**src/rtl/serial_subtractor_if.sv**
```systemverilog
// Operand/result bus for the bit-serial subtractor.
interface serial_subtractor_if #(
   parameter int unsigned WIDTH = 8
);
   logic             i_start;
   logic [WIDTH-1:0] i_a;
   logic [WIDTH-1:0] i_b;
   logic             o_busy;
   logic             o_done;
   logic [WIDTH-1:0] o_diff;
   logic             o_borrow;

   // Requester side: issues operands, observes the result.
   modport master (
      output i_start, i_a, i_b,
      input  o_busy, o_done, o_diff, o_borrow
   );

   // Subtractor side.
   modport slave (
      input  i_start, i_a, i_b,
      output o_busy, o_done, o_diff, o_borrow
   );
endinterface

```
**src/rtl/serial_subtractor.sv**
```systemverilog
// Bit-serial unsigned subtractor: one full-subtractor cell, LSB first,
// with a registered borrow. Result and borrow are held until the next
// operation completes.
module serial_subtractor #(
   parameter int unsigned WIDTH = 8
) (
   input  logic                i_clk,
   input  logic                i_rst,
   serial_subtractor_if.slave  bus
);
   localparam int unsigned CW = (WIDTH > 1) ? $clog2(WIDTH) : 1;
   localparam logic [CW-1:0] LAST = CW'(WIDTH - 1);

   typedef enum logic [1:0] {
      IDLE  = 2'd0,
      SHIFT = 2'd1,
      DONE  = 2'd2
   } state_t;

   state_t           state;
   logic [WIDTH-1:0] sa;
   logic [WIDTH-1:0] sb;
   logic [WIDTH-1:0] sr;
   logic             bw;
   logic [CW-1:0]    cnt;
   logic [WIDTH-1:0] diff_q;
   logic             borrow_q;

   logic             d;
   logic             bnext;
   logic [WIDTH-1:0] sr_next;

   // Full-subtractor cell on the current LSBs and the result shifted in at the top.
   always_comb begin
      d       = sa[0] ^ sb[0] ^ bw;
      bnext   = (~sa[0] & sb[0]) | (~(sa[0] ^ sb[0]) & bw);
      sr_next = {d, sr[WIDTH-1:1]};
   end

   // Control FSM and datapath registers; the final bit also commits the result.
   always_ff @(posedge i_clk) begin
      if (i_rst) begin
         state    <= IDLE;
         sa       <= '0;
         sb       <= '0;
         sr       <= '0;
         bw       <= 1'b0;
         cnt      <= '0;
         diff_q   <= '0;
         borrow_q <= 1'b0;
      end else begin
         case (state)
            IDLE: begin
               if (bus.i_start) begin
                  sa    <= bus.i_a;
                  sb    <= bus.i_b;
                  bw    <= 1'b0;
                  cnt   <= '0;
                  state <= SHIFT;
               end
            end
            SHIFT: begin
               sa <= sa >> 1;
               sb <= sb >> 1;
               sr <= sr_next;
               bw <= bnext;
               if (cnt == LAST) begin
                  // Counter parks at its terminal value; IDLE reloads it.
                  diff_q   <= sr_next;
                  borrow_q <= bnext;
                  state    <= DONE;
               end else begin
                  cnt <= cnt + CW'(1);
               end
            end
            DONE: begin
               state <= IDLE;
            end
            default: begin
               state <= IDLE;
            end
         endcase
      end
   end

   // Status is decoded from the registered state; result comes from holding registers.
   assign bus.o_busy   = (state != IDLE);
   assign bus.o_done   = (state == DONE);
   assign bus.o_diff   = diff_q;
   assign bus.o_borrow = borrow_q;
endmodule

```
**src/flat_wrapper.sv**
```systemverilog
// flat-port wrapper written by rule: the top's interface ports become plain ports
module serial_subtractor_flat 
#(
   parameter int unsigned WIDTH = 8
)
  (i_clk, i_rst, bus_i_start, bus_i_a, bus_i_b, bus_o_busy, bus_o_done, bus_o_diff, bus_o_borrow);
  serial_subtractor_if #(.WIDTH(WIDTH)) bus_i ();
  input  logic i_clk;
  input  logic i_rst;
  input wire logic [$bits(bus_i.i_start)-1:0] bus_i_start;
  input wire logic [$bits(bus_i.i_a)-1:0] bus_i_a;
  input wire logic [$bits(bus_i.i_b)-1:0] bus_i_b;
  output wire logic [$bits(bus_i.o_busy)-1:0] bus_o_busy;
  output wire logic [$bits(bus_i.o_done)-1:0] bus_o_done;
  output wire logic [$bits(bus_i.o_diff)-1:0] bus_o_diff;
  output wire logic [$bits(bus_i.o_borrow)-1:0] bus_o_borrow;
  assign bus_i.i_start = bus_i_start;
  assign bus_i.i_a = bus_i_a;
  assign bus_i.i_b = bus_i_b;
  assign bus_o_busy = bus_i.o_busy;
  assign bus_o_done = bus_i.o_done;
  assign bus_o_diff = bus_i.o_diff;
  assign bus_o_borrow = bus_i.o_borrow;
  serial_subtractor #(.WIDTH(WIDTH)) u_core (.i_clk(i_clk), .i_rst(i_rst), .bus(bus_i));
endmodule
```
**config.mk**
```make
export PLATFORM = sky130hd
export DESIGN_NAME = serial_subtractor_flat
export DESIGN_NICKNAME = d
export VERILOG_FILES = /design/src/rtl/serial_subtractor_if.sv /design/src/rtl/serial_subtractor.sv /design/src/flat_wrapper.sv
export SDC_FILE = /design/constraint.sdc
export NUM_CORES = 1
export LEC_CHECK = 0
export CAP_MARGIN = 20
export CORE_MARGIN = 4
export CORE_UTILIZATION = 50
export DETAILED_ROUTE_END_ITERATION = 8
export PLACE_DENSITY = 0.76
export SLEW_MARGIN = 10
export SYNTH_ARGS = -nofsm -noshare
export SYNTH_HDL_FRONTEND = slang
export SYNTH_SLANG_ARGS = --single-unit
export TNS_END_PERCENT = 20
```
**constraint.sdc**
```tcl
create_clock -name i_clk -period 1.5 [get_ports i_clk]
set_input_delay 0.225 -clock i_clk [delete_from_list [all_inputs] [get_ports i_clk]]
set_output_delay 0.225 -clock i_clk [all_outputs]
set_load 0.005 [all_outputs]
```
---- Yosys cells after proc, flatten, opt, wreduce, memory -nomap -nowiden ----
Cells that the tools add are included.
storage, ports and cells
  register bits ........................... 39
  bits of input ports ..................... 19
  output and inout bits ................... 11
operators by class
  add/sub/neg operators ................... 1
  eq/ne operators ......................... 6
  muxes and demuxes ....................... 12
  bitwise gates (word level) .............. 7
  reduce and logical (&&, ||, !) cells .... 7
operators by type and width
  kind                 number
  $pmux 8 s2           2
  $mux 8               2
  $mux 3               2
  $pmux 3 s2           1
  $reduce_and 2->1     3
  $mux 2               2
  $ne 2x2->1 const B   2
  $pmux 2 s2           1
  $reduce_bool 2->1    2
  $add 3x1->3 const B  1
  $eq 3x3->1 const B   1
  $reduce_and 3->1     1
  $and 1x1->1          2
  $eq 2x1->1 const B   1
  $eq 2x2->1 const B   1
  $logic_not 2->1      1
  $ne 2x1->1 const B   1
  $not 1->1            2
  $pmux 1 s2           1
  $xor 1x1->1          2
  $mux 1               1
  $or 1x1->1           1

---- Logic depth before layout (Yosys ltp) ----
Gate-level depths: netlist of run 1.
  word-level depth ........................ 5
  mapped depth ............................ 5
  mapped depth without buffers ............ 5

---- Worst setup path before layout of run 1 ----
No wires, ideal clock.
  kind .................................... reg-to-reg
  start ................................... register u_core.cnt[0]
  end ..................................... register u_core.borrow_q, in the netlist u_core.bus.o_borrow
  arrival ................................. 1.226 ns
  data required time ...................... 1.409 ns
  path slack .............................. 0.183 ns
  stages on the path, launching flop included .. 6
  period minus slack after synthesis ...... 1.317 ns
  path through ............................ dfxtp_1 ha_1 ha_1 clkbuf_1 a21oi_1 a311oi_1
between the ends
  longest elaborated chain between the ends .. 2
ends and longest elaborated chain
  what                        line                     RTL
  start: declaration          serial_subtractor.sv:25  logic [CW-1:0] cnt;
  start signal: assignment    serial_subtractor.sv:73  cnt <= cnt + CW'(1);
  $eq 3x3->1                  serial_subtractor.sv:67  if (cnt == LAST) begin
  $reduce_and 2->1 (no line)  n/a
  end signal: assignment      serial_subtractor.sv:70  borrow_q <= bnext;
  end: declaration            serial_subtractor.sv:27  logic borrow_q;
Every way passes these cells.
A chain may end at the register's enable or synchronous reset.

---- Final worst setup path of run 1 ----
  start ................................... register u_core.state[0]
  end ..................................... output bus_o_done
between the ends
  longest elaborated chain between the ends .. 1
ends and longest elaborated chain
  what                      line                     RTL
  start: declaration        serial_subtractor.sv:20  state_t state;
  start signal: assignment  serial_subtractor.sv:43  state <= IDLE;
  start signal: assignment  serial_subtractor.sv:59  state <= SHIFT;
  start signal: assignment  serial_subtractor.sv:71  state <= DONE;
  $eq 2x2->1                serial_subtractor.sv:88  assign bus.o_done = (state == DONE);
  end: declaration          flat_wrapper.sv:14       output wire logic [$bits(bus_i.o_done)-1:0] bus_o_done;
Every way passes these cells.

==> results of run 1 <==
synth_stat cells:
library cell,n,area (um2)
a21oi_1,46,230
a311oi_1,1,8.76
buf_1,1,3.75
buf_2,11,55.1
buf_6,1,11.3
clkbuf_1,5,18.8
dfxtp_1,38,761
fa_1,1,20.0
ha_1,2,25.0
inv_1,16,60.1
nand2_1,25,93.8
nand2b_1,7,43.8
nand3_1,8,40.0
nand3b_1,3,22.5
nor2_1,26,97.6
nor2b_1,4,25.0
nor4b_2,1,15.0
o21ai_0,3,15.0
o21ai_1,2,10.0
o221a_1,14,158
o22a_1,2,17.5
o31ai_1,1,7.51
or2_1,1,6.26
metrics by stage:
step                      power (W)  std cells
final                       0.00198        301
after global routing        0.00208        301
after CTS                   0.00199        299
after detailed placement    0.00142        290
after global placement      0.00141        290
after floorplan             0.00130        219
path summary, 6_finish.rpt:
| path | endpoint | slack, ns |
|---|---|---|
| setup / recovery | bus_o_done | 0.06 |
| hold / removal | u_core.bus.o_diff[1] | 0.46 |
| setup reg to reg | u_core.sb[5] | 0.13 |
| hold reg to reg | u_core.bus.o_diff[1] | 0.46 |
worst max-delay path, cell delays in order (launching register included):
cell           delay (ns)
dfxtp_4              0.38
buf_4                0.13
nor2b_1              0.11
dlygate4sd2_1        0.24
kinds of logic (layout without fill, tap and decap cells):
family | after synthesis | count (layout) | share of synthesized area [%]
and+or+nand+nor | 75 | 75 | 19.7
AOI/OAI and AO/OA | 69 | 69 | 25.6
DFF | 38 | 38 | 43.6
buffers and inverters | 34 | 70 | 8.53
adders and majority gates | 3 | 3 | 2.58
metal layers:
layer  routed length, um  global-route usage, %  vias up
li1                    -                      -      816
met1                1820                   23.6      724
met2                1760                   29.1       18
met3                 118                   4.55        8
met4                  78                   9.62        0
met5                   0                      0        -
power by group:
group          internal (W)  switching (W)  total, W
Sequential          0.00106      0.0000397   0.00110
Clock              0.000225       0.000347  0.000572
Combinational      0.000163       0.000143  0.000305
sequential cells by signal, summed over array words and instances, names as in the netlist:
signal,flops
u_core.bus.o_diff,8
u_core.bus.o_borrow,1
u_core.sb,8
u_core.bw,1
u_core.cnt,3
u_core.sr,7
u_core.sa,8
u_core.state,2
repair_timing:
action                     in CTS  in global routing
gates resized for setup         3                  4
pin swaps                       0                  0
setup buffers                   1                  2
setup endpoints to repair       2                 10
area by class of cell:
class / count / area [um2] / share of cell area, %
inverters: 16 / 60.1 / 2.70
clock inverters: 2 / 12.5 / 0.563
repair buffers: 46 / 432 / 19.4
well taps: 46 / 57.6 / 2.59
clock buffers: 6 / 51.3 / 2.31
multi-input cells: 147 / 842 / 37.9
flip-flops and latches: 38 / 766 / 34.5
==> results by group, run 1 <==
Run status
  • Outcome: finished clean

Global route
  • Grt ovf: 0
  • GRT Total Usage: 18.7%
  • Largest net degree at the start of global routing: 26
  • First-pass GRT wire length: 6350 um
  • Initial antenna violation count: 0
  • Vias in the first global route: around 1500

Drt
  • WL per Instance: 12.5 um
  • Vias per cell: roughly 5.2
  • Detailed Routing Iterations Pass 1: 4
  • Initial DRC Count: 102
  • Total Wirelength: 3770 um
  • Antenna Violating Nets Remaining: 0
  • Via count: 1566
  • Number of remaining DRC errors: 0

STA
  • Tcrit/Tclk final: 95.7%
  • RSZ-0062 raised after global routing: no
  • Slew headroom: 77.8%
  • Clock Skew: 0.00717 ns
  • Slew Limit Fails: 0
  • Min Tclk post-route: between 1 and 1.5 ns
  • Endpoints failing setup: 0
  • Worst Tran Pin Value: ~0.33 ns
  • Setup ws final: approximately 0.064 ns
  • Setup TNS: 0 ns
  • Final hold slack: 0.461 ns
  • Final hold violation count: 0
  • Fmax: 697 MHz

Synthesis
  • Ys Warns: 0
  • Seq cells post-synth: 38
  • Post-synth net total: 241
  • Synth cell types: 23
  • Synth Instances: 219
  • Syn_area_per_cell: approximately 8 um2
  • Register area share after synthesis: 43.6%
  • Syn Std Cell Area: approximately 1700 um2

Finish
  • Ant. Diodes: 0
  • Area Growth Syn to Fin: 27.2%
  • Final instance area: between 2000 and 2500 um2
  • Most frequent cells in the layout: a21oi_1, dfxtp_1, clkdlybuf4s50_1
  • Final Util: 66.0%
  • # fillers: 311
  • Fin nets: 276
  • Share of layout cells above drive strength 1: about an eighth
  • Commonest non-fill, non-tap cell in the layout: a21oi_1

Clock network
  • Total CTS buffers: 5
  • Clk buf depth: 2
  • Cts hold-fix bufs: 0
  • Max H-tree Level: 2
  • Clock sinks: 38
  • CTS tree: done
  • Root buffer cell: clkbuf_4
  • Clock-pin slew on the worst setup and hold paths: 0.11 ns
  • Later-pin clock latency in the skew report: 0.35 ns

Placement
  • DP HPWL: around 2600 um
  • GP Congestion: 0.774
  • Worst slack, placed: -0.00158 ns
  • Port Buffer Count: 29
  • Placed inst area: 2120 um2

Worst hold path
  • Hold Path Class: reg2reg
  • Hold Path Depth: 2
  • Min-delay src: u_core.bus.o_diff[1]

Floorplanning
  • Die Span Y: around 67 um
  • Full die area: 4500 um2
  • Die width: 67.1 um
  • Cell Rows: 21
  • Core footprint: 3360 um2
  • Initial Utilization: 51.9%
  • Number of I/O pins: 30

Job
  • Max Cap Viol: 0

Worst setup path
  • Req. time, crit path: between 1 and 1.5 ns
  • Critical path launch point type: register
  • Type of the worst setup path: reg2out
  • CP arrival: 1.21 ns
  • CP Capture Type: primary output
  • CP Max Fanout: 6
  • Reg2Reg Depth: 5
  • Crit path from: u_core.state[0]
  • R2r startpoint: u_core.state[1]

Power and ir drop
  • Pwr dens: 890 nW/um2
  • Pleak: 0.859 nW
  • Peak supply drop: ~0.0006 V
Note: power is estimated with default switching activity, not from simulation.
==> run 2: changes to the inputs <==
Settings changed: MAX_ROUTING_LAYER from default to met4.
==> run 2 against run 1 <==
Against the previous run:
- sequential share of layout area unchanged
- total power decreased by 0.12%
- hold slack is essentially flat
- cell area did not move
- register-to-register slack hardly changed
- global-route usage is 0.49 points higher
- utilization is the same
- first-iteration DRC count grew 2.0%
- routed wire length grew 0.37%
- non-clock buffer count did not move
==> results by group, run 2 (synthesis gave the netlist of run 1 again) <==
Worst setup path
  • Type of the worst setup path: reg2out
  • R2R setup slack: 0.13 ns
  • R2r startpoint: u_core.state[1]
  • CP Capture Type: primary output
  • CP arrival: 1.21 ns
  • Reg2Reg Depth: 5
  • RR Endpoint: u_core.sb[5]
  • Req. time, crit path: 1.27 ns
  • Critical path launch point type: register
  • CP Max Fanout: 6

STA
  • RSZ-0062 raised after global routing: no
  • Slew headroom: 77.7%
  • Min Tclk post-route: between 1 and 1.5 ns
  • Clock Skew: 0.00671 ns
  • Worst Tran Pin Value: about 0.33 ns
  • Fmax: 697 MHz
  • Endpoints failing setup: 0
  • Final hold violation count: 0
  • Slew Limit Fails: 0
  • Tcrit/Tclk final: 95.6%
  • Setup TNS: 0 ns

Global route
  • Vias in the first global route: about 1500
  • GRT Total Usage: a little under a fifth
  • Met3 usage: 4.55%
  • Initial antenna violation count: 0
  • Met1 Use GR: between 20% and 30%
  • Gr busiest metal: met2
  • Met2 Track Usage GR: between 20% and 30%
  • Largest net degree at the start of global routing: 26
  • First-pass GRT wire length: 6350 um
  • Grt ovf: 0

Clock network
  • Root buffer cell: clkbuf_4
  • Total CTS buffers: 5
  • Max H-tree Level: 2
  • Clk buf depth: 2
  • Clock-pin slew on the worst setup and hold paths: 0.11 ns
  • Clock sinks: 38
  • Later-pin clock latency in the skew report: 0.35 ns
  • CTS tree: done

Finish
  • Multi-input logic area: 842 um2
  • Commonest non-fill, non-tap cell in the layout: a21oi_1
  • Share of layout cells above drive strength 1: a little under an eighth
  • # fillers: 311
  • Fin nets: 276
  • Area Growth Syn to Fin: 27.2%
  • Ant. Diodes: 0
  • Final Util: 66.0%
  • Most frequent cells in the layout: a21oi_1, dfxtp_1, clkdlybuf4s50_1
  • Storage cell area: 766 um2

Worst hold path
  • WHS Endpoint: u_core.bus.o_diff[1]
  • Hold Path Depth: 2
  • Min-delay src: u_core.bus.o_diff[1]
  • Hold Path Class: reg2reg

Floorplanning
  • Initial Utilization: 51.9%
  • Die width: 67.1 um
  • Cell Rows: 21
  • Number of I/O pins: 30
  • Die Span Y: 67.1 um
  • Full die area: roughly 4500 um2
  • Core footprint: 3360 um2

Drt
  • Detailed Routing Iterations Pass 1: 4
  • Vias per cell: 5.23
  • Initial DRC Count: 104
  • Antenna Violating Nets Remaining: 0
  • WL per Instance: 12.6 um
  • Via count: approximately 1600
  • Number of remaining DRC errors: 0
  • Total Wirelength: between 3000 and 4000 um

Placement
  • Port Buffer Count: 29
  • GP Congestion: a little under 0.8
  • DP HPWL: 2620 um

Power and ir drop
  • Pwr dens: roughly 890 nW/um2
  • Pleak: 0.859 nW
  • Peak supply drop: slightly below 0.0006 V
  • Total chip power: approximately 0.002 W

Run status
  • Outcome: finished clean

Job
  • Max Cap Viol: 0
[run 2: power breakdown]
| group | total (W) | internal (W) | switching [W] | leakage [nW] |
|---|---|---|---|---|
| Combinational | 0.000306 | 0.000163 | 0.000144 | 0.513 |
| Sequential | 0.00110 | 0.00106 | 0.0000398 | 0.312 |
| Clock | 0.000569 | 0.000225 | 0.000344 | 0.0343 |
[run 2: worst max path at each step]
stage / start / end
6_report: u_core.state[0] / bus_o_done
5_1_grt: u_core.bus.o_diff[5] / bus_o_diff[5]
4_1_cts: u_core.state[0] / bus_o_busy
3_5_place_dp: bus_i_start / u_core.sb[6]
3_3_place_gp: bus_i_start / u_core.sb[6]
2_1_floorplan: u_core.cnt[0] / u_core.bus.o_borrow
[run 2: cell type report]
type                    instances  area share [%]
multi-input cells             147            37.9
flip-flops and latches         38            34.5
repair buffers                 46            19.4
inverters                      16            2.70
well taps                      46            2.59
clock buffers                   6            2.31
clock inverters                 2           0.563
[run 2: repair_timing]
| action | CTS | global route |
|---|---|---|
| hold buffers | 0 | 0 |
| gates resized for setup | 3 | 4 |
| buffers inserted | 1 | 2 |
| endpoints found under the setup margin | 2 | 10 |
[run 2: worst max-delay path, stage by stage, from the launching register on]
cell           delay, ns
dfxtp_4             0.38
buf_4               0.13
nor2b_1             0.11
dlygate4sd2_1       0.25
[run 2: per-layer routing]
layer | part of all wire (%) | wire (um) | vias up
met5 | 0 | 0 | -
met4 | 2.1 | 78 | 0
met3 | 3.2 | 120 | 8
met2 | 46 | 1750 | 22
met1 | 48 | 1830 | 726
li1 | - | - | 817
[run 2: per-stage QoR]
stage | hold slack, ns | instances | cell area (um2) | setup slack (ns)
global placement | 0.443 | 290 | 2120 | 0.0260
CTS | 0.464 | 299 | 2190 | -0.143
finish | 0.461 | 301 | 2220 | 0.0662
global route | 0.471 | 301 | 2220 | 0.00192
floorplan | 0.385 | 219 | 1750 | 0.183
detailed placement | 0.448 | 290 | 2120 | -0.00158
==> run 3: changes to the inputs <==
Settings changed: CORE_MARGIN 4 to default.
==> run 3 against run 2 <==
Against the previous run:
- utilization is 0.97 points higher
- clock skew grew 0.0038 ns
- hold slack worse by 0.0032 ns
- die area decreased by 17%
- clock-buffer cell count unchanged
==> results by group, run 3 (synthesis gave the netlist of run 1 again) <==
Power and ir drop
  • Total chip power: 0.00194 W
  • Pwr dens: 866 nW/um2
  • Peak supply drop: 0.000631 V
  • Pleak: approximately 0.85 nW

Worst setup path
  • CP bufs+invs: 1
  • Req. time, crit path: 1.27 ns
  • Critical path's largest stage delay: 0.37 ns
  • Critical path, cell by cell: or2_1 > dlygate4sd2_1
  • Type of the worst setup path: reg2out
  • Critical path launch point type: register
  • CP arrival: 1.17 ns
  • R2r startpoint: u_core.cnt[0]
  • Crit path from: u_core.state[0]
  • CP Max Fanout: 3
  • Worst path slowest cell: dfxtp_4
  • Critical path's top delay family: flip-flops
  • CP Capture Type: primary output

Global route
  • Grt ovf: 0
  • Initial antenna violation count: 0
  • First-pass GRT wire length: 5960 um
  • GRT Total Usage: 22.6%
  • Vias in the first global route: 1378
  • Largest net degree at the start of global routing: 37

STA
  • Min Tclk post-route: 1.40 ns
  • RSZ-0062 raised after global routing: no
  • Fmax: 715 MHz
  • Endpoints failing setup: 0
  • Final hold slack: 0.458 ns
  • Clock Skew: between 0.01 and 0.015 ns
  • Tcrit/Tclk final: 93.3%
  • Worst Tran Pin Value: approximately 0.28 ns
  • Slew Limit Fails: 0
  • Final hold violation count: 0
  • Slew headroom: roughly 81%
  • Setup TNS: 0 ns

Floorplanning
  • Core footprint: 3340 um2
  • Number of I/O pins: 30
  • Die width: between 60 and 70 um
  • Initial Utilization: 52.3%
  • Die Span Y: 61.1 um
  • Full die area: 3730 um2
  • Cell Rows: 21

Clock network
  • Max H-tree Level: 2
  • CTS tree: done
  • Clk buf depth: 2
  • Later-pin clock latency in the skew report: 0.33 ns
  • Clock-pin slew on the worst setup and hold paths: 0.10 ns
  • Clock sinks: 38
  • Total CTS buffers: 5
  • Root buffer cell: clkbuf_4

Drt
  • Detailed Routing Iterations Pass 1: 5
  • Antenna Violating Nets Remaining: 0
  • Initial DRC Count: 98
  • Total Wirelength: approximately 3900 um
  • Vias per cell: 5.31
  • Via count: 1578
  • Number of remaining DRC errors: 0
  • WL per Instance: 13.0 um

Worst hold path
  • Min-delay src: u_core.bus.o_diff[0]
  • Hold Path Class: reg2reg

Finish
  • # fillers: 298
  • Fin nets: 274
  • Ant. Diodes: 0
  • Share of layout cells above drive strength 1: 9.96%
  • Final instance area: about 2200 um2
  • Fin cells: between 200 and 300
  • Commonest non-fill, non-tap cell in the layout: a21oi_1
  • Area Growth Syn to Fin: 28.1%
  • Most frequent cells in the layout: a21oi_1, dfxtp_1, clkdlybuf4s50_1

Placement
  • DP HPWL: 2580 um
  • Dpl cells: 289
  • Placed inst area: between 2000 and 2500 um2
  • Port Buffer Count: 29
  • GP Congestion: 0.781

Job
  • Max Cap Viol: 0

Run status
  • Outcome: finished clean
==> run 3: cell count changes in the layout (fill, tap and decap cells not counted), sizes merged <==
cell | before | now
dlymetal6s2s | 1 | 0
dlygate4sd2 | 1 | 2
buf | 17 | 15
clkinvlp | 1 | 0
clkinv | 1 | 0
==> run 3: where the power goes <==
part	internal, W	switching, W
sequential	0.00106	0.0000399
combinational	0.000170	0.000152
clock	0.000211	0.000306
==> run 3: final cells by class <==
| type | count | area, um2 | area share, % |
|---|---|---|---|
| multi-input combinational | 147 | 848 | 37.9 |
| sequential | 38 | 768 | 34.4 |
| inverter | 16 | 60.1 | 2.69 |
| clock buffer | 6 | 51.3 | 2.29 |
| timing repair buffer | 44 | 450 | 20.1 |
| tap | 46 | 57.6 | 2.57 |
==> run 3: layer usage <==
metal,up-vias,track usage [%],share of wire (%)
li1,809,-,-
met1,729,29.4,48
met2,34,34.6,48
met3,6,6.51,3.5
met4,0,5.19,0.93
met5,-,-,0
==> run 3: tightest hold or removal path, stage by stage, from the launching register on <==
cell	delay, ns
dfxtp_1	0.32
nand2_1	0.05
a21oi_1	0.05
==> run 3: final timing paths <==
check	slack [ns]	endpoint	depth (start not counted)
worst max-delay path	0.10	bus_o_busy	2
worst min-delay path	0.46	u_core.bus.o_diff[0]	2
worst max register to register	0.12	u_core.state[0]	5
worst min register to register	0.46	u_core.bus.o_diff[0]	2
==> run 3: what timing repair did <==
action,CTS,global route
endpoints found under the setup margin,2,4
hold buffers,0,0
setup buffers,1,1
cloned,0,0
pin swaps,0,1
resized for setup,6,2
==> run 3: stage by stage <==
stage,setup slack [ns],utilization [%]
floorplan,0.183,-
global placement,0.0862,64.5
detailed placement,0.0392,64.5
CTS,0.0788,66.4
global route,0.0170,67.0
finish,0.101,67.0
